## src/rtl/fifo_counted_if.sv

```systemverilog
// Producer/consumer bundle for fifo_counted: ready/valid enqueue side, valid/yumi dequeue side,
// plus flush and occupancy status.
interface fifo_counted_if #(
    parameter int unsigned width_p = 8,
    parameter int unsigned depth_p = 128
);
    localparam int unsigned cnt_w = $clog2(depth_p + 1);

    logic               flush_i;
    logic               ready_o;
    logic               valid_i;
    logic [width_p-1:0] data_i;
    logic               valid_o;
    logic [width_p-1:0] data_o;
    logic               yumi_i;
    logic [cnt_w-1:0]   count_o;
    logic               almost_full_o;
    logic               almost_empty_o;
    logic [cnt_w-1:0]   high_water_o;

    modport slave (
        input  flush_i, valid_i, data_i, yumi_i,
        output ready_o, valid_o, data_o, count_o,
               almost_full_o, almost_empty_o, high_water_o
    );

    modport master (
        output flush_i, valid_i, data_i, yumi_i,
        input  ready_o, valid_o, data_o, count_o,
               almost_full_o, almost_empty_o, high_water_o
    );
endinterface

```

## src/rtl/fifo_counted.sv

```systemverilog
// Counted synchronous FIFO for arbitrary depth: occupancy counter drives full/empty so every
// entry is usable; adds almost flags, synchronous flush and a high-water mark.
module fifo_counted #(
    parameter int unsigned width_p        = 8,
    parameter int unsigned depth_p        = 128,
    parameter int unsigned almost_full_p  = 120,
    parameter int unsigned almost_empty_p = 8
) (
    input  logic           clk_i,
    input  logic           reset_i,
    fifo_counted_if.slave  fif
);
    localparam int unsigned ptr_w = ($clog2(depth_p) > 1) ? $clog2(depth_p) : 1;
    localparam int unsigned cnt_w = $clog2(depth_p + 1);

    logic [width_p-1:0] mem_r [depth_p];

    logic [ptr_w-1:0] wr_ptr_r, wr_ptr_n;
    logic [ptr_w-1:0] rd_ptr_r, rd_ptr_n;
    logic [cnt_w-1:0] count_r, count_n;
    logic [cnt_w-1:0] hwm_r, hwm_n;

    logic full_c;
    logic empty_c;
    logic enq_c;
    logic deq_c;

    // Wrap at depth_p-1 explicitly; depth need not be a power of two.
    function automatic logic [ptr_w-1:0] ptr_inc(input logic [ptr_w-1:0] p);
        return (p == ptr_w'(depth_p - 1)) ? '0 : p + ptr_w'(1);
    endfunction

    assign full_c  = (count_r == cnt_w'(depth_p));
    assign empty_c = (count_r == '0);
    assign enq_c   = fif.valid_i & ~full_c;
    assign deq_c   = fif.yumi_i & ~empty_c;

    always_comb begin
        wr_ptr_n = wr_ptr_r;
        rd_ptr_n = rd_ptr_r;
        count_n  = count_r;
        hwm_n    = hwm_r;
        if (fif.flush_i) begin
            wr_ptr_n = '0;
            rd_ptr_n = '0;
            count_n  = '0;
            hwm_n    = '0;
        end else begin
            if (enq_c) wr_ptr_n = ptr_inc(wr_ptr_r);
            if (deq_c) rd_ptr_n = ptr_inc(rd_ptr_r);
            unique case ({enq_c, deq_c})
                2'b10:   count_n = count_r + cnt_w'(1);
                2'b01:   count_n = count_r - cnt_w'(1);
                default: count_n = count_r;
            endcase
            hwm_n = (count_n > hwm_r) ? count_n : hwm_r;
        end
    end

    always_ff @(posedge clk_i or posedge reset_i) begin
        if (reset_i) begin
            wr_ptr_r <= '0;
            rd_ptr_r <= '0;
            count_r  <= '0;
            hwm_r    <= '0;
        end else begin
            wr_ptr_r <= wr_ptr_n;
            rd_ptr_r <= rd_ptr_n;
            count_r  <= count_n;
            hwm_r    <= hwm_n;
        end
    end

    // Storage is never reset or cleared; a flushed-cycle write is suppressed.
    always_ff @(posedge clk_i) begin
        if (enq_c && !fif.flush_i) mem_r[wr_ptr_r] <= fif.data_i;
    end

    // Status depends on registers only, so no input-to-output combinational path.
    assign fif.ready_o        = ~full_c;
    assign fif.valid_o        = ~empty_c;
    assign fif.data_o         = mem_r[rd_ptr_r];
    assign fif.count_o        = count_r;
    assign fif.almost_full_o  = (count_r >= cnt_w'(almost_full_p));
    assign fif.almost_empty_o = (count_r <= cnt_w'(almost_empty_p));
    assign fif.high_water_o   = hwm_r;
endmodule

```

## src/flat_wrapper.sv

```systemverilog
// flat-port wrapper written by rule: the top's interface ports become plain ports
module fifo_counted_flat 
#(
    parameter int unsigned width_p        = 8,
    parameter int unsigned depth_p        = 128,
    parameter int unsigned almost_full_p  = 120,
    parameter int unsigned almost_empty_p = 8
)
  (clk_i, reset_i, fif_flush_i, fif_valid_i, fif_data_i, fif_yumi_i, fif_ready_o, fif_valid_o, fif_data_o, fif_count_o, fif_almost_full_o, fif_almost_empty_o, fif_high_water_o);
  fifo_counted_if #(.width_p(width_p), .depth_p(depth_p)) fif_i ();
  input  logic clk_i;
  input  logic reset_i;
  input wire logic [$bits(fif_i.flush_i)-1:0] fif_flush_i;
  input wire logic [$bits(fif_i.valid_i)-1:0] fif_valid_i;
  input wire logic [$bits(fif_i.data_i)-1:0] fif_data_i;
  input wire logic [$bits(fif_i.yumi_i)-1:0] fif_yumi_i;
  output wire logic [$bits(fif_i.ready_o)-1:0] fif_ready_o;
  output wire logic [$bits(fif_i.valid_o)-1:0] fif_valid_o;
  output wire logic [$bits(fif_i.data_o)-1:0] fif_data_o;
  output wire logic [$bits(fif_i.count_o)-1:0] fif_count_o;
  output wire logic [$bits(fif_i.almost_full_o)-1:0] fif_almost_full_o;
  output wire logic [$bits(fif_i.almost_empty_o)-1:0] fif_almost_empty_o;
  output wire logic [$bits(fif_i.high_water_o)-1:0] fif_high_water_o;
  assign fif_i.flush_i = fif_flush_i;
  assign fif_i.valid_i = fif_valid_i;
  assign fif_i.data_i = fif_data_i;
  assign fif_i.yumi_i = fif_yumi_i;
  assign fif_ready_o = fif_i.ready_o;
  assign fif_valid_o = fif_i.valid_o;
  assign fif_data_o = fif_i.data_o;
  assign fif_count_o = fif_i.count_o;
  assign fif_almost_full_o = fif_i.almost_full_o;
  assign fif_almost_empty_o = fif_i.almost_empty_o;
  assign fif_high_water_o = fif_i.high_water_o;
  fifo_counted #(.width_p(width_p), .depth_p(depth_p), .almost_full_p(almost_full_p), .almost_empty_p(almost_empty_p)) u_core (.clk_i(clk_i), .reset_i(reset_i), .fif(fif_i));
endmodule
```

## config.mk

```make
export PLATFORM = sky130hd
export DESIGN_NAME = fifo_counted_flat
export DESIGN_NICKNAME = d
export VERILOG_FILES = /design/src/rtl/fifo_counted_if.sv /design/src/rtl/fifo_counted.sv /design/src/flat_wrapper.sv
export SDC_FILE = /design/constraint.sdc
export NUM_CORES = 1
export LEC_CHECK = 0
export CAP_MARGIN = 10
export CORE_MARGIN = 1.5
export CORE_UTILIZATION = 45
export CTS_BUF_LIST = sky130_fd_sc_hd__clkbuf_16
export DETAILED_ROUTE_END_ITERATION = 8
export GPL_TIMING_DRIVEN = 0
export PLACE_DENSITY_LB_ADDON = 0.2
export SLEW_MARGIN = 40
export SYNTH_ARGS = -nofsm -noshare
export SYNTH_HDL_FRONTEND = slang
export SYNTH_SLANG_ARGS = --single-unit
```

## constraint.sdc

```tcl
create_clock -name clk_i -period 11 [get_ports clk_i]
set_input_delay 1.1 -clock clk_i [delete_from_list [all_inputs] [get_ports clk_i]]
set_output_delay 1.1 -clock clk_i [all_outputs]
set_load 0.02 [all_outputs]
```

==> results.py, run 1 <==
metrics = {
    "die": {
        "ios": 41,
        "dieArea_um2": 94980,
        "initial_utilization": 0.4559,
        "die_w_um": 308.2,
        "die_h_um": 308.2,
        "fp-row-count": 111,
        "core_um2": 91940,
    },
    "synthesis": {
        "ys.flop_type": "edfxtp_1",
        "synthTopCellsByArea": "edfxtp_1 (73%), mux2i_1 (8.6%), a22oi_1 (2.0%)",
        "async_reset_ff_frac": 0.02846,
        "synth-seq-cells": 1054,
        "yosysWarningCount": 0,
        "synthDominantCellAreaShare": 0.7337,
        "syn_inst": 2478,
        "synth-edff-count": 1024,
        "synth-seq-area-share": 0.7516,
        "syn-num-nets": 2509,
        "syn_area_um2": 41910,
        "synthDistinctLibCells": 56,
        "yosysTopAreaCell": "edfxtp_1",
        "postSynthAreaPerCell_um2": 16.91,
    },
    "power": {
        "clockPowerShare": 0.334,
        "p_seq_frac": 0.452,
        "irDropWorstVdd_v": 0.0002826,
        "switching_share": 0.2878,
        "powerDensity_nw_per_um2": 208.6,
        "p_int_w": 0.007050,
        "p_comb_frac": 0.213,
        "total_power_w": 0.009899,
        "power_leakage_nw": 14.46,
        "p_sw_w": 0.002849,
    },
    "sta": {
        "hold_violations": 0,
        "fmax_mhz": 154.8,
        "rsz0062_at_grt": "false",
        "whs_ns": 0.5745,
        "maxSlewHeadroom": 0.3652,
        "setup_viol": 0,
        "slew_violations": 0,
        "period_minus_slack_ns": 6.459,
        "fin_tns_setup_ns": 0,
        "min_period_over_period": 0.5872,
        "worst_pin_slew_ns": 0.9522,
        "fin_worst_skew_ns": 0.03546,
    },
    "clocking": {
        "clk_pin_slew_ns": 0.06,
        "cts_tree": "built",
        "h-tree-depth": 3,
        "numCtsBuffers": 105,
        "clock-sinks": 1054,
        "clock_path_buffers": 3,
        "ctsResizeCount": 0,
        "postCtsSetupRepairBufs": 0,
        "clock_latency_ns": 0.69,
        "cts_root_buf": "clkbuf_16",
        "ctsHoldBuffers": 0,
    },
    "status": {
        "status": "completed",
    },
    "run": {
        "maxCapViolCount": 0,
    },
    "worst_hold_path": {
        "min_from": "u_core.fif.high_water_o[1]$_DFFE_PP0P_",
        "hold_class": "reg -> reg",
    },
    "critical_path": {
        "cpPeakStageDelay_ns": 0.72,
        "cp_max_fo": 10,
        "r2r_end": "u_core.fif.high_water_o[5]$_DFFE_PP0P_",
        "startpoint": "u_core.rd_ptr_r[1]$_DFFE_PP0P_",
        "r2r_cells": 19,
        "crit_chain": "buf_2 > buf_2 > buf_1 > buf_2 > mux2i_1 > a22oi_1 > nand4_1 > nor3_1 > or4_1 > clkdlybuf4s50_1",
        "critPathKind": "reg -> out",
        "cp.arrival_ns": 5.36,
        "worstSetupStartpointType": "flip-flop",
        "cp_slowest_cell": "nor3_1",
        "worstSetupEndpoint": "fif_data_o[3]",
        "crit_buf_inv": 5,
        "crit_top_cell": "buf_2",
        "r2r-start": "u_core.fif.count_o[0]$_DFF_PP0_",
        "cp_num_cells": 10,
        "worstPathRequired_ns": 9.90,
        "end_kind": "primary output",
        "path_delay_family": "buffers and inverters",
        "r2r_slack_ns": 5.55,
    },
    "final_layout": {
        "drive_gt1_frac": 0.1346,
        "fin_nets": 2664,
        "nFillCells": 7563,
        "syn_to_final_growth_pct": 13.23,
        "ff_latch_area_um2": 31500,
        "antenna_cells": 0,
        "multi_input_area_um2": 9842,
    },
    "routing": {
        "vias": 23480,
        "firstDrtPassIters": 5,
        "wl_per_cell_um": 29.26,
        "post-route-drc-count": 0,
        "drtAntennaViolNets": 0,
        "drt-total-wl_um": 115900,
        "routed_via_density": 5.927,
        "drtIter0Drc": 2795,
    },
    "grt": {
        "grt_pass1_wl_um": 165500,
        "grt_util_all_layers": 0.2456,
        "grt_pass1_vias": 23660,
        "overflow": 0,
        "antenna_found_initial": 4,
        "grt_max_degree": 93,
    },
    "placement": {
        "place.gp.congestion": 0.9265,
        "port_buffers": 39,
        "dp_hpwl_um": 79210,
    },
}
## cells in the mapped netlist, drive strengths merged (3+ instances only)
master / n
nand4: 51
o2111ai: 12
or4: 11
a22oi: 112
mux2i: 360
dfrtp: 30
ha: 17
and2: 7
and3: 3
nand3: 23
nand2: 51
xnor2: 6
nor2: 193
buf: 70
inv: 16
xor2: 6
nor2b: 71
nand2b: 7
o21ai: 11
clkbuf: 67
mux2: 31
o22ai: 14
a21oi: 123
edfxtp: 1024
a211oi: 68
nor3b: 4
nor3: 33
mux4: 32
## state kept, by name, indices dropped and copies added (netlist names)
signal	flops
u_core.mem_r	1024
u_core.fif.count_o	8
u_core.fif.high_water_o	8
u_core.rd_ptr_r	7
u_core.wr_ptr_r	7
## kinds of logic after synthesis
logic type / synth area share
buffers and inverters: 0.01645
adder cells (fa/ha/maj): 0.005552
XOR/XNOR: 0.002508
multiplexers: 0.1115
AND/OR/NAND/NOR: 0.05451
AO/OA/AOI/OAI: 0.05791
flip-flops: 0.7516
## placed cells by master (no fill, tap or decap), drive strengths merged, types with 31 or more instances in the layout
cell              n
nand2            51
buf              87
nor2            193
nor2b            71
a211oi           68
clkinv           42
a22oi           112
nor3             33
edfxtp         1024
nand4            51
clkdlybuf4s50    31
mux4             32
a21oi           123
inv              55
mux2             31
clkbuf          173
mux2i           360
## power groups by stage
stage	Combinational [W]	Clock (W)	Sequential (W)
detailed placement	0.00209	0	0.00456
global placement	0.00204	0	0.00458
floorplan	0.00128	0	0.00457
finish	0.00211	0.00331	0.00448
CTS	0.00210	0.00334	0.00448
global route	0.00223	0.00350	0.00448
## final cells by class
type,instances,share of cell area
Inverter,16,0.001265
Multi-Input combinational cell,1271,0.2074
Clock buffer,106,0.05589
Clock inverter,87,0.01097
Buffer,137,0.01379
Tap cell,1243,0.03277
Sequential cell,1054,0.6637
Timing Repair Buffer,48,0.01421
## worst min-delay path, cell delays in order, from the launching register on
cell and delay [ns]:
dfrtp_1 0.38, mux2i_1 0.08, nor2_1 0.08
## per-stage QoR
step	instance area, µm²	setup WS (ns)	utilization	std cells
final	47460	4.541	0.5162	3962
after global routing	47460	4.517	0.5162	3962
after CTS	47380	4.699	0.5154	3962
after detailed placement	44210	5.216	0.4808	3769
after global placement	43860	4.608	0.4770	3760
after floorplan	41910	6.061	-	2478
## worst min path at each step
stage	to	depth (start not counted)	slack (ns)
global route	u_core.fif.high_water_o[2]$_DFFE_PP0P_	2	0.62
CTS	u_core.fif.high_water_o[1]$_DFFE_PP0P_	2	0.58
global placement	u_core.fif.high_water_o[3]$_DFFE_PP0P_	2	0.55
floorplan	u_core.rd_ptr_r[5]$_DFFE_PP0P_	1	0.55
finish	u_core.fif.high_water_o[1]$_DFFE_PP0P_	2	0.57
detailed placement	u_core.fif.high_water_o[6]$_DFFE_PP0P_	2	0.55
## metal layers
| layer | share of wire | GRT usage |
|---|---|---|
| met5 | 0.00010 | 0 |
| met4 | 0.043 | 0.1012 |
| met3 | 0.084 | 0.04728 |
| met2 | 0.46 | 0.3832 |
| met1 | 0.41 | 0.3394 |
(Power assumes the default switching activity.)
==> run 2: changes to the inputs <==
clock period = 6.1 ns   (was 11 ns; I/O delays follow)
==> results of run 2 <==
The final DEF is identical to that of run 1. Status: completed.
Main changes from that run: setup slack after placement 5.216 ns -> 0.6671 ns; setup slack after layout 4.541 ns -> 0.1309 ns; hold slack 0.5745 ns -> 0.3097 ns; register-to-register setup slack 5.55 ns -> 0.65 ns; end point of the worst hold path u_core.fif.high_water_o[1]$_DFFE_PP0P_ -> u_core.mem_r[38][5]$_DFFE_PP_; total power 0.009899 W -> 0.01785 W; worst IR drop on VDD 0.0002826 V -> 0.0005096 V
==> run 3: changes to the inputs <==
SKIP_LAST_GASP = 1   (was unset)
==> results of run 3 <==
The final DEF is identical to that of run 1. Status: completed.
Main changes from that run: setup slack after placement 5.216 ns -> 0.6671 ns; setup slack after layout 4.541 ns -> 0.1309 ns; hold slack 0.5745 ns -> 0.3097 ns; register-to-register setup slack 5.55 ns -> 0.65 ns; end point of the worst hold path u_core.fif.high_water_o[1]$_DFFE_PP0P_ -> u_core.mem_r[38][5]$_DFFE_PP_; total power 0.009899 W -> 0.01785 W; worst IR drop on VDD 0.0002826 V -> 0.0005096 V
